--- src/rtl/dmem_rr_arbiter_pkg.sv ---
// dmem_rr_arbiter_pkg
// Purpose : shared constants and types for the four-port data-memory
//           round-robin arbiter (port count, port-id width, vector types)
//           plus a small helper that turns a port id into a one-hot vector.
// Ports   : none (package).
package dmem_rr_arbiter_pkg;

   localparam int NPORTS    = 4;
   localparam int PORT_ID_W = 2;

   typedef logic [NPORTS-1:0]    gnt_vec_t;
   typedef logic [NPORTS-1:0]    err_vec_t;
   typedef logic [PORT_ID_W-1:0] port_id_t;

   // Expands a port id into the matching one-hot port vector.
   function automatic gnt_vec_t idToOneHot(port_id_t id);
      gnt_vec_t vec;
      vec     = '0;
      vec[id] = 1'b1;
      return vec;
   endfunction

endpackage

--- src/rtl/dmem_rr_arbiter_if.sv ---
// dmem_rr_arbiter_if
// Purpose : bundles the core-side request/response bus and the downstream
//           single-port memory bus of the arbiter.
// Signals : req/we/addr/wdata  - per-core requests (port i at [i*W +: W])
//           gnt/rvalid/err     - one-hot per-core accept, read-valid, error
//           rdata              - shared read data
//           mem_en/mem_we/mem_addr/mem_wdata/mem_rdata - memory strobe bus
// Modports: master - the cores and the memory (drive requests, read data)
//           slave  - the arbiter
interface dmem_rr_arbiter_if
   import dmem_rr_arbiter_pkg::*;
#(
   parameter int AW = 32,
   parameter int DW = 32
) ();

   logic [NPORTS-1:0]    req;
   logic [NPORTS-1:0]    we;
   logic [NPORTS*AW-1:0] addr;
   logic [NPORTS*DW-1:0] wdata;
   gnt_vec_t             gnt;
   logic [NPORTS-1:0]    rvalid;
   logic [DW-1:0]        rdata;
   err_vec_t             err;
   logic                 mem_en;
   logic                 mem_we;
   logic [AW-3:0]        mem_addr;
   logic [DW-1:0]        mem_wdata;
   logic [DW-1:0]        mem_rdata;

   modport master (
      output req, we, addr, wdata, mem_rdata,
      input  gnt, rvalid, rdata, err, mem_en, mem_we, mem_addr, mem_wdata
   );

   modport slave (
      input  req, we, addr, wdata, mem_rdata,
      output gnt, rvalid, rdata, err, mem_en, mem_we, mem_addr, mem_wdata
   );

endinterface

--- src/rtl/dmem_rr_arbiter_rr_pick4.sv ---
// rr_pick4
// Purpose : combinational four-way round-robin picker. The search begins at
//           the port after ptr_i and wraps, so the last-granted port has the
//           lowest priority.
// Ports   : req_i   - request vector
//           ptr_i   - id of the most recently granted port
//           gnt_o   - one-hot grant (all zero when nothing requests)
//           gntId_o - id of the granted port (ptr_i when nothing requests)
module rr_pick4
   import dmem_rr_arbiter_pkg::*;
(
   input  gnt_vec_t req_i,
   input  port_id_t ptr_i,
   output gnt_vec_t gnt_o,
   output port_id_t gntId_o
);

   logic     found;
   port_id_t cand;

   // Walk ptr+1, ptr+2, ptr+3, ptr+4 (== ptr) with 2-bit wrap; the first
   // requesting port wins.
   always_comb begin
      gnt_o   = '0;
      gntId_o = ptr_i;
      found   = 1'b0;
      cand    = ptr_i;
      for (int k = 1; k <= NPORTS; k++) begin
         cand = ptr_i + port_id_t'(k);
         if (!found && req_i[cand]) begin
            found       = 1'b1;
            gnt_o[cand] = 1'b1;
            gntId_o     = cand;
         end
      end
   end

endmodule

--- src/rtl/dmem_rr_arbiter.sv ---
// dmem_rr_arbiter
// Purpose : shares one single-port data memory among four cores. One access
//           is accepted per cycle in round-robin order; legal reads return
//           data one cycle after the grant, illegal accesses (misaligned or
//           beyond the memory depth) are granted but flagged with err one
//           cycle later and never reach the memory.
// Ports   : clk_i  - sole clock, rising edge
//           rst_ni - asynchronous active-low reset
//           bus    - arbiter side of dmem_rr_arbiter_if (cores + memory)
module dmem_rr_arbiter
   import dmem_rr_arbiter_pkg::*;
#(
   parameter int NPORTS      = 4,
   parameter int AW          = 32,
   parameter int DW          = 32,
   parameter int DEPTH_WORDS = 1024
) (
   input  logic              clk_i,
   input  logic              rst_ni,
   dmem_rr_arbiter_if.slave  bus
);

   localparam logic [AW-1:0] DEPTH_LIM = AW'(DEPTH_WORDS);

   gnt_vec_t      pickGnt;
   gnt_vec_t      gntVec;
   port_id_t      pickId;
   port_id_t      ptr_q, ptr_d;
   logic          anyGnt;
   logic          legal;
   logic          selWe;
   logic [AW-1:0] selAddr;
   logic [DW-1:0] selWdata;
   logic          respValid_q, respValid_d;
   port_id_t      respId_q, respId_d;
   logic          errValid_q, errValid_d;
   port_id_t      errId_q, errId_d;

   rr_pick4 u_pick (
      .req_i   (bus.req),
      .ptr_i   (ptr_q),
      .gnt_o   (pickGnt),
      .gntId_o (pickId)
   );

   // Grants are gated by reset directly so nothing is accepted while the
   // reset is held, even between clock edges.
   always_comb begin
      gntVec   = rst_ni ? pickGnt : '0;
      anyGnt   = |gntVec;
      selAddr  = bus.addr[pickId*AW +: AW];
      selWdata = bus.wdata[pickId*DW +: DW];
      selWe    = bus.we[pickId];
      legal    = (selAddr[1:0] == 2'b00) &&
                 ({2'b00, selAddr[AW-1:2]} < DEPTH_LIM);
   end

   // Memory strobe for the winning port, plus next-state for the pointer and
   // the one-deep read/error response trackers. Only one access is granted
   // per cycle, so one tracker entry of each kind is enough for full rate.
   always_comb begin
      bus.gnt       = gntVec;
      bus.mem_en    = anyGnt && legal;
      bus.mem_we    = anyGnt && legal && selWe;
      bus.mem_addr  = selAddr[AW-1:2];
      bus.mem_wdata = selWdata;
      ptr_d         = anyGnt ? pickId : ptr_q;
      respValid_d   = anyGnt && legal && !selWe;
      respId_d      = pickId;
      errValid_d    = anyGnt && !legal;
      errId_d       = pickId;
   end

   // Response outputs; rdata is forced to zero whenever no read completes.
   always_comb begin
      bus.rvalid = respValid_q ? idToOneHot(respId_q) : '0;
      bus.rdata  = respValid_q ? bus.mem_rdata : '0;
      bus.err    = errValid_q ? idToOneHot(errId_q) : '0;
   end

   // Pointer resets to 3 so that port 0 is searched first after reset; the
   // trackers reset to idle, which also drops any read in flight.
   always_ff @(posedge clk_i or negedge rst_ni) begin
      if (!rst_ni) begin
         ptr_q       <= port_id_t'(3);
         respValid_q <= 1'b0;
         respId_q    <= '0;
         errValid_q  <= 1'b0;
         errId_q     <= '0;
      end else begin
         ptr_q       <= ptr_d;
         respValid_q <= respValid_d;
         respId_q    <= respId_d;
         errValid_q  <= errValid_d;
         errId_q     <= errId_d;
      end
   end

endmodule

--- src/flat_wrapper.sv ---
// flat-port wrapper written by rule: the top's interface ports become plain ports
module dmem_rr_arbiter_flat import dmem_rr_arbiter_pkg::*;
#(
   parameter int NPORTS      = 4,
   parameter int AW          = 32,
   parameter int DW          = 32,
   parameter int DEPTH_WORDS = 1024
)
  (clk_i, rst_ni, bus_req, bus_we, bus_addr, bus_wdata, bus_mem_rdata, bus_gnt, bus_rvalid, bus_rdata, bus_err, bus_mem_en, bus_mem_we, bus_mem_addr, bus_mem_wdata);
  dmem_rr_arbiter_if #(.AW(AW), .DW(DW)) bus_i ();
  input  logic clk_i;
  input  logic rst_ni;
  input wire logic [$bits(bus_i.req)-1:0] bus_req;
  input wire logic [$bits(bus_i.we)-1:0] bus_we;
  input wire logic [$bits(bus_i.addr)-1:0] bus_addr;
  input wire logic [$bits(bus_i.wdata)-1:0] bus_wdata;
  input wire logic [$bits(bus_i.mem_rdata)-1:0] bus_mem_rdata;
  output wire logic [$bits(bus_i.gnt)-1:0] bus_gnt;
  output wire logic [$bits(bus_i.rvalid)-1:0] bus_rvalid;
  output wire logic [$bits(bus_i.rdata)-1:0] bus_rdata;
  output wire logic [$bits(bus_i.err)-1:0] bus_err;
  output wire logic [$bits(bus_i.mem_en)-1:0] bus_mem_en;
  output wire logic [$bits(bus_i.mem_we)-1:0] bus_mem_we;
  output wire logic [$bits(bus_i.mem_addr)-1:0] bus_mem_addr;
  output wire logic [$bits(bus_i.mem_wdata)-1:0] bus_mem_wdata;
  assign bus_i.req = bus_req;
  assign bus_i.we = bus_we;
  assign bus_i.addr = bus_addr;
  assign bus_i.wdata = bus_wdata;
  assign bus_i.mem_rdata = bus_mem_rdata;
  assign bus_gnt = bus_i.gnt;
  assign bus_rvalid = bus_i.rvalid;
  assign bus_rdata = bus_i.rdata;
  assign bus_err = bus_i.err;
  assign bus_mem_en = bus_i.mem_en;
  assign bus_mem_we = bus_i.mem_we;
  assign bus_mem_addr = bus_i.mem_addr;
  assign bus_mem_wdata = bus_i.mem_wdata;
  dmem_rr_arbiter #(.NPORTS(NPORTS), .AW(AW), .DW(DW), .DEPTH_WORDS(DEPTH_WORDS)) u_core (.clk_i(clk_i), .rst_ni(rst_ni), .bus(bus_i));
endmodule
--- config.mk ---
export PLATFORM = sky130hd
export DESIGN_NAME = dmem_rr_arbiter_flat
export DESIGN_NICKNAME = d
export VERILOG_FILES = /design/src/rtl/dmem_rr_arbiter_pkg.sv /design/src/rtl/dmem_rr_arbiter_if.sv /design/src/rtl/dmem_rr_arbiter_rr_pick4.sv /design/src/rtl/dmem_rr_arbiter.sv /design/src/flat_wrapper.sv
export SDC_FILE = /design/constraint.sdc
export NUM_CORES = 1
export LEC_CHECK = 0
export ABC_CLOCK_PERIOD_IN_PS = 4200
export BUFFER_PORTS_ARGS = -buffer_cell sky130_fd_sc_hd__buf_2
export CAP_MARGIN = 5
export CORE_AREA = 2 2 159 161
export CTS_CLUSTER_DIAMETER = 50
export DETAILED_ROUTE_END_ITERATION = 16
export DIE_AREA = 0 0 161 163
export PLACE_DENSITY = 0.39
export SLEW_MARGIN = 0
export SYNTH_ARGS = -nofsm -noshare
export SYNTH_HDL_FRONTEND = slang
export SYNTH_SLANG_ARGS = --single-unit
--- constraint.sdc ---
create_clock -name clk_i -period 4.2 [get_ports clk_i]
set_input_delay 0.84 -clock clk_i [delete_from_list [all_inputs] [get_ports clk_i]]
set_output_delay 0.84 -clock clk_i [all_outputs]
set_load 0.05 [all_outputs]
==> flow_metrics.py, run 1 <==
metrics = {
    "run_status": {
        "outcome": "finished clean",
    },
    "routing": {
        "drc": 0,
        "wl_mm": 20.5,
        "vias": 5475,
        "antenna_left": 0,
        "drtPass1Iterations": 4,
        "drtIter0Drc": 224,
        "vias_per_cell": 4.42,
        "wire_per_inst_um": 16.5,
    },
    "synth": {
        "async_flop_share": 1.00,
        "yosysSeqAreaShare": 0.0450,
        "syn_inst": 531,
        "syn_area_um2": 3390,
        "synth.most_common_cell": "nand2_1",
        "synth_top_area_share": 0.142,
        "yosysWarnings": 0,
        "ys_types": 53,
        "ys_ff_latch": 6,
        "synth_fp_nets": 837,
        "synthMuxAreaShare": 0.0639,
        "synth-edff-count": 0,
        "synthAdderAreaFrac": 0.0295,
        "avgSynthCellArea_um2": 6.38,
        "yosys.area_share.simple": 0.451,
        "synth_compound_area_frac": 0.309,
        "synth_ff_type": "dfrtp_1",
        "synth_area_leader_cell": "nand2_1",
        "synth_common_cells": "nand2_1, a31oi_1, a211oi_1, and2_1, and2_0",
        "synthTopCellsByArea": "nand2_1, a211oi_1, a31oi_1, and2_1, and2_0",
        "synth_xor_area_frac": 0,
        "synth_top_family_by_area": "simple AND/OR/NAND/NOR gates",
    },
    "timing": {
        "hold_viol": 0,
        "slew-limit-headroom": 0.500,
        "setup_viol": 0,
        "fin_tns_setup_ps": 0,
        "finalCritPeriodShare": 0.952,
        "fin_skew_ps": 1.34,
        "worstMarginPinSlew_ps": 750,
        "rsz0062_at_grt": "no",
        "period_minus_slack_ps": 4000,
        "drv_slew": 0,
        "fmax_mhz": 250,
    },
    "final_layout": {
        "final_util": 0.238,
        "nNetsFinal": 1216,
        "area_delta_synth_final_pct": 73.1,
        "final_cells": 1239,
        "drive_gt1_frac": 0.498,
        "n_antenna_cell": 0,
        "fin_area_um2": 5870,
    },
    "worst_setup_path": {
        "end_kind": "output pin",
        "path_class": "flip-flop to output pin",
        "r2r_slack_ps": 1330,
        "crit_arrival_ps": 3160,
        "slowest_stage": "dfstp_2",
        "crit_path_frequent_cell": "buf_4",
        "crit_chain": "inv_1, ha_4, buf_4, nand2_1, o2111a_1, or3_4, buf_4, buf_12, and2_1, a211oi_1, a31oi_1, buf_2",
        "worst_ep_required_time_ps": 3360,
        "startpoint_type": "flip-flop",
        "reg2reg_depth": 8,
        "r2r-start": "u_core.ptr_q[1]$_DFFE_PN1P_",
        "max_stage_delay_ps": 520,
        "crit_fanout": 42,
        "rr_endpoint": "u_core.ptr_q[1]$_DFFE_PN1P_",
    },
    "clocking": {
        "cts_tree": "built",
        "cts_max_level": 1,
        "insertion_delay_ps": 230,
        "cts.clk_slew.worst_paths_ps": 40,
        "cts_inserted_buffers": 3,
        "clockBufferDepth": 2,
        "clkSinkCount": 6,
        "clock_tree.root_cell": "clkbuf_16",
    },
    "place": {
        "placed_cells": 1230,
        "placed_cell_area_um2": 5700,
        "gp_congestion": 0.847,
        "dp.final_hpwl_mm": 17.4,
        "port_buffers": 405,
    },
    "floorplan": {
        "fp.coreArea_um2": 24700,
        "die_x_um": 161,
        "rows": 58,
        "chipHeight_um": 163,
        "start_util": 0.137,
        "die_area_um2": 26200,
        "io-pin-count": 406,
    },
    "global_route": {
        "gr-total-overflow": 0,
        "track_usage": 0.142,
        "grt_max_degree": 59,
        "grt_pass1_wl_mm": 29.4,
        "first_global_vias": 5288,
        "antenna_found_initial": 1,
    },
    "min_path": {
        "hp-class": "primary input to asynchronous set/reset pin",
    },
    "run": {
        "drv_cap": 0,
    },
}
## worst max-delay path by stage
stage,from,end,slack (ps),cells after the start
after global placement,bus_req[3],bus_mem_addr[12],110,10
after floorplan,u_core.ptr_q[0]$_DFFE_PN1P_,bus_mem_addr[0],-20,12
after detailed placement,u_core.ptr_q[1]$_DFFE_PN1P_,bus_mem_addr[12],70,11
final,u_core.ptr_q[1]$_DFFE_PN1P_,bus_mem_wdata[0],200,12
after global routing,u_core.ptr_q[1]$_DFFE_PN1P_,bus_mem_wdata[25],10,12
after CTS,u_core.ptr_q[1]$_DFFE_PN1P_,bus_mem_addr[12],10,11
## kinds of logic (layout without fill, tap and decap cells)
| kind of cell | Yosys count | after routing |
|---|---|---|
| AO/OA/AOI/OAI | 153 | 153 |
| adder cells (fa/ha/maj) | 8 | 8 |
| multiplexers | 15 | 15 |
| AND/OR/NAND/NOR | 292 | 292 |
| flip-flops | 6 | 6 |
| buffers and inverters | 57 | 435 |
## metrics by stage
step                hold WS, ps  worst slack, ps
floorplan                   544            -20.8
global placement            682              109
detailed placement          679             66.3
CTS                         522             10.7
global route                537             10.5
finish                      521              203
## critical path: cells and delay by family, from the launching register on
kind                       cells  cell delay (ps)
AOI/OAI and AO/OA              3              520
adders and majority gates      1              340
DFF                            1              520
buffers and inverters          5              850
and+or+nand+nor                3              670
## layout make-up
type	instances	area, um2
Fill cell	2876	18800
Multi-Input combinational cell	468	2930
Timing Repair Buffer	427	2280
Tap cell	330	413
Sequential cell	6	153
Clock buffer	4	78.8
Inverter	4	17.5
## repair_timing
item	CTS	global route
pin swaps	2	1
buffers inserted	3	2
hold endpoints to repair	0	0
setup endpoints to repair	1	23
resized for setup	2	10
gates cloned	0	0
hold buffers	0	0
## flip-flops by register name, indices dropped and copies added, names as in the netlist
register and cells:
u_core.respValid_q 1, u_core.errValid_q 1, u_core.ptr_q 2, u_core.respId_q 2
## routing by layer
metal	part of all wire	track usage	up-vias
met5	0.00064	0	-
met4	0.0075	0.0203	2
met3	0.071	0.0201	11
met2	0.51	0.268	282
met1	0.41	0.173	2469
li1	-	-	2711
## cell usage in the layout (no fill, tap or decap), types with 4 or more instances in the layout
master and instances:
nand2_1 128, and3_1 8, or4_1 4, ha_1 7, dfrtp_1 4, and2_0 40, mux4_2 4, a21oi_1 5
a211oi_1 59, buf_2 403, nand3_1 5, o21ai_0 8, buf_4 17, mux2i_1 6, buf_12 6, nand4_1 5
nor2_1 8, a31oi_1 66, and2_1 54, nor4_1 20
Power of run 1 is left out: the tool's default activity adds up to more than one toggle a clock period on the data nets, which glitch-free logic cannot reach.
==> run 2: changes to the inputs <==
PLACE_DENSITY = 0.51   (was 0.39)
==> flow_metrics.py, run 2 (same netlist as run 1, synthesis figures left out) <==
metrics = {
    "floorplan": {
        "io-pin-count": 406,
        "rows": 58,
        "die_x_um": 161,
        "start_util": 0.137,
        "chipHeight_um": 163,
        "fp.coreArea_um2": 24700,
        "die_area_um2": 26200,
    },
    "routing": {
        "drtIter0Drc": 252,
        "vias": 5531,
        "vias_per_cell": 4.44,
        "drc": 0,
        "wire_per_inst_um": 15.4,
        "antenna_left": 0,
        "wl_mm": 19.2,
        "drtPass1Iterations": 4,
    },
    "clocking": {
        "cts_tree": "built",
        "clkSinkCount": 6,
        "clockBufferDepth": 2,
        "cts_inserted_buffers": 3,
        "insertion_delay_ps": 230,
        "cts_max_level": 1,
        "cts.clk_slew.worst_paths_ps": 40,
        "clock_tree.root_cell": "clkbuf_16",
        "hold_buffers": 0,
    },
    "timing": {
        "finalCritPeriodShare": 0.960,
        "slew-limit-headroom": 0.514,
        "fin_skew_ps": 2.52,
        "drv_slew": 0,
        "fmax_mhz": 248,
        "worstMarginPinSlew_ps": 729,
        "setup_viol": 0,
        "period_minus_slack_ps": 4030,
        "rsz0062_at_grt": "no",
        "hold_viol": 0,
        "setup_slack_ps": 168,
    },
    "final_layout": {
        "drive_gt1_frac": 0.498,
        "top_regs": "u_core.ptr_q (2), u_core.respId_q (2)",
        "layout_commonest_cell": "buf_2",
        "nFillCells": 2848,
        "multi_input_area_um2": 2920,
        "mostFrequentLayoutCells": "buf_2, nand2_1, a31oi_1, a211oi_1, and2_1",
        "area_delta_synth_final_pct": 73.8,
        "nNetsFinal": 1219,
        "seq_area_um2": 153,
    },
    "global_route": {
        "track_usage": 0.132,
        "grt_util_met3": 0.0194,
        "first_global_vias": 5222,
        "antenna_found_initial": 3,
        "grt_max_degree": 56,
        "gr-usage-met1": 0.156,
        "busiest_layer": "met2",
        "gr-total-overflow": 0,
        "grt_pass1_wl_mm": 27.8,
        "grtUsageMet2": 0.255,
    },
    "run_status": {
        "outcome": "finished clean",
    },
    "place": {
        "place_ws_ps": 235,
        "gp_congestion": 0.898,
        "dp.final_hpwl_mm": 16.2,
        "port_buffers": 405,
    },
    "worst_setup_path": {
        "path_class": "flip-flop to output pin",
        "crit_fanout": 55,
        "crit_arrival_ps": 3190,
        "startpoint_type": "flip-flop",
        "end_kind": "output pin",
        "worst_ep_required_time_ps": 3360,
    },
    "run": {
        "drv_cap": 0,
    },
    "min_path": {
        "hp-class": "primary input to asynchronous set/reset pin",
    },
}
[run 2: area by class of cell]
class                      count  share of cell area
tap                          330              0.0701
sequential                     6              0.0259
inverter                       4             0.00297
antenna                        3             0.00127
timing repair buffer         430               0.391
multi-input combinational    468               0.495
clock buffer                   4              0.0134
[run 2: timing repair]
item                       in CTS  in global routing
setup endpoints to repair       1                 20
pin swaps                       0                  0
buffers inserted                0                  1
gates resized for setup         1                  3
[run 2: critical path, stage by stage (launching register included)]
cell      delay, ps
dfstp_2         520
inv_1           140
ha_4            360
nand2b_1        140
o311ai_0        140
a32o_1          310
o22ai_4         280
buf_12          270
a211oi_1         90
a31oi_1         320
buf_2           340
[run 2: layer usage]
| layer | share of wire | vias to the layer above |
|---|---|---|
| met5 | 0 | - |
| met4 | 0.0081 | 0 |
| met3 | 0.071 | 12 |
| met2 | 0.52 | 299 |
| met1 | 0.40 | 2500 |
| li1 | - | 2720 |
[run 2: path summary, 6_finish.rpt]
check,start,to,slack (ps),depth (start not counted)
setup / recovery,u_core.ptr_q[1]$_DFFE_PN1P_,bus_mem_addr[11],170,10
hold / removal,rst_ni,u_core.respId_q[1]$_DFF_PN0_,510,1
setup reg to reg,u_core.ptr_q[1]$_DFFE_PN1P_,u_core.ptr_q[1]$_DFFE_PN1P_,1340,8
hold reg to reg,u_core.ptr_q[0]$_DFFE_PN1P_,u_core.ptr_q[0]$_DFFE_PN1P_,710,3
max in group asynchronous,rst_ni,u_core.ptr_q[0]$_DFFE_PN1P_,3390,1
min in group clk_i,u_core.ptr_q[0]$_DFFE_PN1P_,u_core.ptr_q[0]$_DFFE_PN1P_,710,3
[run 2: per-stage QoR]
step | TNS, ps | hold WS, ps | instance area, um2 | cells | utilization
after floorplan | -832 | 544 | 3390 | 531 | -
after global placement | 0 | 666 | 5780 | 1237 | 0.234
after detailed placement | 0 | 673 | 5780 | 1237 | 0.234
after CTS | 0 | 509 | 5860 | 1241 | 0.237
after global routing | 0 | 523 | 5890 | 1245 | 0.239
final | 0 | 508 | 5890 | 1245 | 0.239
Power of run 2 is left out for the same reason.
